--- config.mk ---
export PLATFORM = sky130hd
export DESIGN_NAME = control_sequencer
export DESIGN_NICKNAME = d
export VERILOG_FILES = /design/src/rtl/control_sequencer.sv
export SDC_FILE = /design/constraint.sdc
export NUM_CORES = 1
export LEC_CHECK = 0
export ABC_AREA = 1
export CELL_PAD_IN_SITES_DETAIL_PLACEMENT = 1
export CELL_PAD_IN_SITES_GLOBAL_PLACEMENT = 1
export CORE_UTILIZATION = 20
export CTS_CLUSTER_SIZE = 16
export DETAILED_ROUTE_END_ITERATION = 6
export GPL_ROUTABILITY_DRIVEN = 0
export HOLD_SLACK_MARGIN = 0.1
export PLACE_DENSITY = 0.89
export SLEW_MARGIN = 10
export SYNTH_ARGS = -nofsm -noshare
export SYNTH_HDL_FRONTEND = slang
export SYNTH_SLANG_ARGS = --single-unit
--- constraint.sdc ---
create_clock -name clock -period 2.8 [get_ports clock]
set_input_delay 0.56 -clock clock [delete_from_list [all_inputs] [get_ports clock]]
set_output_delay 0.56 -clock clock [all_outputs]
set_load 0.005 [all_outputs]
--- src/rtl/control_sequencer.sv ---
// Hardwired Moore control unit for the bus-based CPU datapath.
// It runs the fetch T-states, decodes IR[31:27] and then steps the execute T-states.
module control_sequencer #(
    parameter int                OP_W    = 5,
    parameter logic [OP_W-1:0]   ALU_ADD = 5'b00011
) (
    input  logic            clock,
    input  logic            clear,
    input  logic [31:0]     ir,
    input  logic            con_ff,
    output logic            PCout,
    output logic            IncPC,
    output logic            ZLOout,
    output logic            ZLOin,
    output logic            ZHIout,
    output logic            Cout,
    output logic            MDRout,
    output logic            RAMenable,
    output logic            MARin,
    output logic            PCin,
    output logic            MDRin,
    output logic            IRin,
    output logic            Yin,
    output logic            Gra,
    output logic            Grb,
    output logic            Grc,
    output logic            Rin,
    output logic            Rout,
    output logic            BAout,
    output logic            R15in,
    output logic            read,
    output logic            write,
    output logic            conin,
    output logic [OP_W-1:0] aluControl,
    output logic            run,
    output logic [3:0]      state_dbg
);

    typedef enum logic [3:0] {
        S_INIT = 4'd0,
        S_T0   = 4'd1,
        S_T1   = 4'd2,
        S_T2   = 4'd3,
        S_T3   = 4'd4,
        S_T4   = 4'd5,
        S_T5   = 4'd6,
        S_T6   = 4'd7,
        S_T7   = 4'd8,
        S_HALT = 4'd9
    } state_t;

    localparam logic [OP_W-1:0] OP_LD   = 5'b00000;
    localparam logic [OP_W-1:0] OP_LDI  = 5'b00001;
    localparam logic [OP_W-1:0] OP_ST   = 5'b00010;
    localparam logic [OP_W-1:0] OP_ADD  = 5'b00011;
    localparam logic [OP_W-1:0] OP_OR   = 5'b00110;
    localparam logic [OP_W-1:0] OP_ADDI = 5'b01100;
    localparam logic [OP_W-1:0] OP_BR   = 5'b10010;
    localparam logic [OP_W-1:0] OP_JR   = 5'b10011;
    localparam logic [OP_W-1:0] OP_JAL  = 5'b10100;
    localparam logic [OP_W-1:0] OP_HALT = 5'b11010;

    state_t state_q, state_d;
    logic [OP_W-1:0] opcode;
    logic isAlu, isAddi, isLdi, isLd, isSt, isMem, isJr, isJal, isBr, isHalt;
    logic unusedIrBits;

    assign opcode       = ir[31:32-OP_W];
    assign unusedIrBits = ^ir[31-OP_W:0];
    assign isAlu  = (opcode >= OP_ADD) && (opcode <= OP_OR);
    assign isAddi = (opcode == OP_ADDI);
    assign isLdi  = (opcode == OP_LDI);
    assign isLd   = (opcode == OP_LD);
    assign isSt   = (opcode == OP_ST);
    assign isMem  = isLd || isSt;
    assign isJr   = (opcode == OP_JR);
    assign isJal  = (opcode == OP_JAL);
    assign isBr   = (opcode == OP_BR);
    assign isHalt = (opcode == OP_HALT);
    assign state_dbg = state_q;

    always_ff @(posedge clock) begin
        if (clear) state_q <= S_INIT;
        else       state_q <= state_d;
    end

    // Undefined opcodes fall through to T0 from T3, exactly like nop.
    always_comb begin
        state_d    = state_q;
        PCout      = 1'b0;
        IncPC      = 1'b0;
        ZLOout     = 1'b0;
        ZLOin      = 1'b0;
        ZHIout     = 1'b0;
        Cout       = 1'b0;
        MDRout     = 1'b0;
        RAMenable  = 1'b0;
        MARin      = 1'b0;
        PCin       = 1'b0;
        MDRin      = 1'b0;
        IRin       = 1'b0;
        Yin        = 1'b0;
        Gra        = 1'b0;
        Grb        = 1'b0;
        Grc        = 1'b0;
        Rin        = 1'b0;
        Rout       = 1'b0;
        BAout      = 1'b0;
        R15in      = 1'b0;
        read       = 1'b0;
        write      = 1'b0;
        conin      = 1'b0;
        aluControl = '0;
        run        = 1'b1;
        case (state_q)
            S_INIT: state_d = S_T0;
            S_T0: begin
                PCout = 1'b1; MARin = 1'b1; IncPC = 1'b1; ZLOin = 1'b1;
                state_d = S_T1;
            end
            S_T1: begin
                ZLOout = 1'b1; PCin = 1'b1; read = 1'b1; RAMenable = 1'b1; MDRin = 1'b1;
                state_d = S_T2;
            end
            S_T2: begin
                MDRout = 1'b1; IRin = 1'b1;
                state_d = S_T3;
            end
            S_T3: begin
                state_d = S_T4;
                if (isAlu || isAddi) begin
                    Grb = 1'b1; Rout = 1'b1; Yin = 1'b1;
                end else if (isLdi || isMem) begin
                    Grb = 1'b1; BAout = 1'b1; Yin = 1'b1;
                end else if (isJr) begin
                    Gra = 1'b1; Rout = 1'b1; PCin = 1'b1;
                    state_d = S_T0;
                end else if (isJal) begin
                    PCout = 1'b1; R15in = 1'b1;
                end else if (isBr) begin
                    Gra = 1'b1; Rout = 1'b1; conin = 1'b1;
                end else if (isHalt) begin
                    state_d = S_HALT;
                end else begin
                    state_d = S_T0;
                end
            end
            S_T4: begin
                state_d = S_T5;
                if (isAlu) begin
                    Grc = 1'b1; Rout = 1'b1; ZLOin = 1'b1; aluControl = opcode;
                end else if (isAddi || isLdi || isMem) begin
                    Cout = 1'b1; ZLOin = 1'b1; aluControl = ALU_ADD;
                end else if (isJal) begin
                    Gra = 1'b1; Rout = 1'b1; PCin = 1'b1;
                    state_d = S_T0;
                end else if (isBr) begin
                    PCout = 1'b1; Yin = 1'b1;
                end else begin
                    state_d = S_T0;
                end
            end
            S_T5: begin
                state_d = S_T0;
                if (isAlu || isAddi || isLdi) begin
                    ZLOout = 1'b1; Gra = 1'b1; Rin = 1'b1;
                end else if (isMem) begin
                    ZLOout = 1'b1; MARin = 1'b1;
                    state_d = S_T6;
                end else if (isBr) begin
                    Cout = 1'b1; ZLOin = 1'b1; aluControl = ALU_ADD;
                    state_d = S_T6;
                end
            end
            S_T6: begin
                state_d = S_T0;
                if (isLd) begin
                    read = 1'b1; RAMenable = 1'b1; MDRin = 1'b1;
                    state_d = S_T7;
                end else if (isSt) begin
                    Gra = 1'b1; Rout = 1'b1; MDRin = 1'b1;
                    state_d = S_T7;
                end else if (isBr) begin
                    ZLOout = 1'b1; PCin = con_ff;
                end
            end
            S_T7: begin
                state_d = S_T0;
                if (isLd) begin
                    MDRout = 1'b1; Gra = 1'b1; Rin = 1'b1;
                end else if (isSt) begin
                    write = 1'b1; RAMenable = 1'b1;
                end
            end
            S_HALT: run = 1'b0;
            default: state_d = S_INIT;
        endcase
    end

endmodule

==> summary.txt <==
Status
  • Outcome: complete, no violations

Critical path
  • Critical path launch point type: input port
  • Critical path capture point type: primary output
  • WS Path Type: input port to primary output
  • Crit path DAT: approximately 2100 ps
  • CP Max Fanout: 4
  • Req. time, crit path: 2240 ps

Die
  • Initial Util: about a fifth
  • Core area: approximately 0.0037 mm^2
  • Die footprint: 0.00408 mm^2
  • Rows: 22
  • Chip height: 63.9 um
  • I/O Pins: 68
  • Die W: 63.9 um

Synthesis
  • Cell taking the most area after synthesis: nand2_1
  • FF+latch count, synth: 4
  • Cells after Synth: 138
  • Synth unique cells: 23
  • Post-Syn Area per Cell: 5.55 um^2
  • Mapped cell area: 766 um^2
  • Synthesis Warnings: 0
  • Post-synth top area share: 14.7%
  • Synth area leaders: nand2_1 15%, dfxtp_1 10%, inv_1 9.8%, nand3_2 6.5%, nor2_1 6.4%
  • Seq/Total Area, Yosys: 10.5%

Route
  • Initial DRT Pass Iterations: 4
  • DR iter-0 viols: 15
  • Final ANT Viol Nets: 0
  • Residual DRC: 0
  • WL/cell: approximately 11 um
  • Vias/cell: around 4.3
  • Via count: 1056
  • Routed Wire Length: ~2.8 mm

Global routing
  • First-pass GRT wire length: approximately 4.7 mm
  • Initial antenna violation count: 0
  • Largest net degree at the start of global routing: 8
  • Number of global-route vias before repair: 1101
  • GRT Residual Overflow: 0
  • Total GRT Usage: 14.3%

CTS
  • Clk sinks: 4
  • H-tree Lvls: 1
  • Clk slew on worst S/H paths: 30 ps
  • Clock latency on the worst-skew pair: 220 ps
  • CTS root buffer: clkbuf_8
  • CTS Buffer Depth: 2
  • CTS tree: yes
  • TritonCTS Buffers: 3

Run
  • Max Cap Viol: 0

Cells and area
  • Antenna Cells: 0
  • Design area: roughly 0.0014 mm^2
  • Max FFs per register: 4
  • Register area: 80.1 um^2
  • Commonest non-fill, non-tap cell in the layout: clkdlybuf4s50_1
  • Fill count: 484
  • Most frequent cells in the layout: 32 x clkdlybuf4s50_1, 30 x nand2_1, 21 x buf_4
  • Fraction of layout cells with a size suffix above 1: around 32%
  • Syn-to-layout area delta: 80.9%
  • Final #Nets: between 200 and 250
  • Multi-input logic area: 566 um^2

Power
  • LEAKAGE: 0.692 nW
  • PwrDens: approximately 220 mW/mm^2
  • Max VDD drop: 0.282 mV

STA
  • Setup tns final: 0 ps
  • Fin. Hold Viols: 0
  • Worst Hold Slack: between 600 and 700 ps
  • Setup-failing EPs final: 0
  • Slew Limit Fails: 0
  • Final min period: 2700 ps
  • Setup WS post-layout: 101 ps
  • F_max: 370 MHz
  • Clock skew: 1.25 ps
  • Tcrit/Tclk final: a little over nine tenths

Placed design
  • Dpl cell area: 0.00132 mm^2
  • Pre-CTS setup slack: -229 ps
  • Dpl hpwl: ~2.4 mm
  • Port bufs: 37

Worst hold path
  • Hold WC Path Type: flop to flop
==> area by class of cell <==
cell class / instances / share of cell area (%)
Clock buffer: 3 / 2.98
Inverter: 33 / 8.94
Multi-Input combinational cell: 100 / 40.8
Tap cell: 48 / 4.34
Timing Repair Buffer: 58 / 37.1
Sequential cell: 4 / 5.78
==> logic make-up after synthesis <==
logic type | share of synthesized area [%]
AO/OA/AOI/OAI | 9.97
buffers and inverters | 19.1
flip-flops | 10.5
AND/OR/NAND/NOR | 60.0
other | 0.490
==> final timing paths <==
| check | start | to | slack, ps | cells past startpoint |
|---|---|---|---|---|
| setup / recovery | ir[30] | aluControl[1] | 100 | 9 |
| hold / removal | state_dbg[3]$_SDFFE_PP0P_ | state_dbg[0]$_SDFFE_PP0P_ | 610 | 2 |
| setup reg to reg | state_dbg[3]$_SDFFE_PP0P_ | state_dbg[2]$_SDFFE_PP0P_ | 1310 | 9 |
| hold reg to reg | state_dbg[3]$_SDFFE_PP0P_ | state_dbg[0]$_SDFFE_PP0P_ | 610 | 2 |
==> cell usage after synthesis (all sizes together) <==
cell,number
or2,1
a21oi,6
o21ai,7
buf,3
nor2,24
nor3,7
nand3,13
nand4,6
inv,32
clkinv,1
o211ai,1
nand2,32
conb,1
dfxtp,4
==> where the power goes <==
group          total (mW)  internal, mW  switching [mW]
Combinational       0.126        0.0620          0.0642
Clock               0.121        0.0916          0.0295
Sequential         0.0641        0.0604         0.00374
Total               0.311         0.214          0.0975
==> timing repair <==
item / in CTS / in global routing
hold buffers: 0 / 0
gates resized for setup: 8 / 5
hold endpoints to repair: 0 / 0
setup buffers: 0 / 3
endpoints found under the setup margin: 21 / 7
pin swaps: 3 / 4
==> worst max-delay path: stages <==
cell and delay [ps]:
dlygate4sd2_1 300, nor2_4 150, nand3_2 110, nor2_4 170
inv_2 60, nor2_2 110, a21oi_1 80, o21ai_1 80
clkdlybuf4s50_1 510
==> metrics by stage <==
stage	utilization, %	cells	total power [mW]
3_5_place_dp	36.0	240	0.190
2_1_floorplan	-	140	0.122
6_report	37.8	246	0.311
5_1_grt	37.8	246	0.330
4_1_cts	37.4	243	0.314
3_3_place_gp	36.0	240	0.187
==> routing by layer <==
metal	vias to the layer above	global-route usage, %	wire length, um
met5	-	0	0
met4	0	5.40	27
met3	2	1.79	112
met2	24	27.0	1460
met1	484	15.9	1190
li1	546	-	-
(Power assumes the default switching activity.)
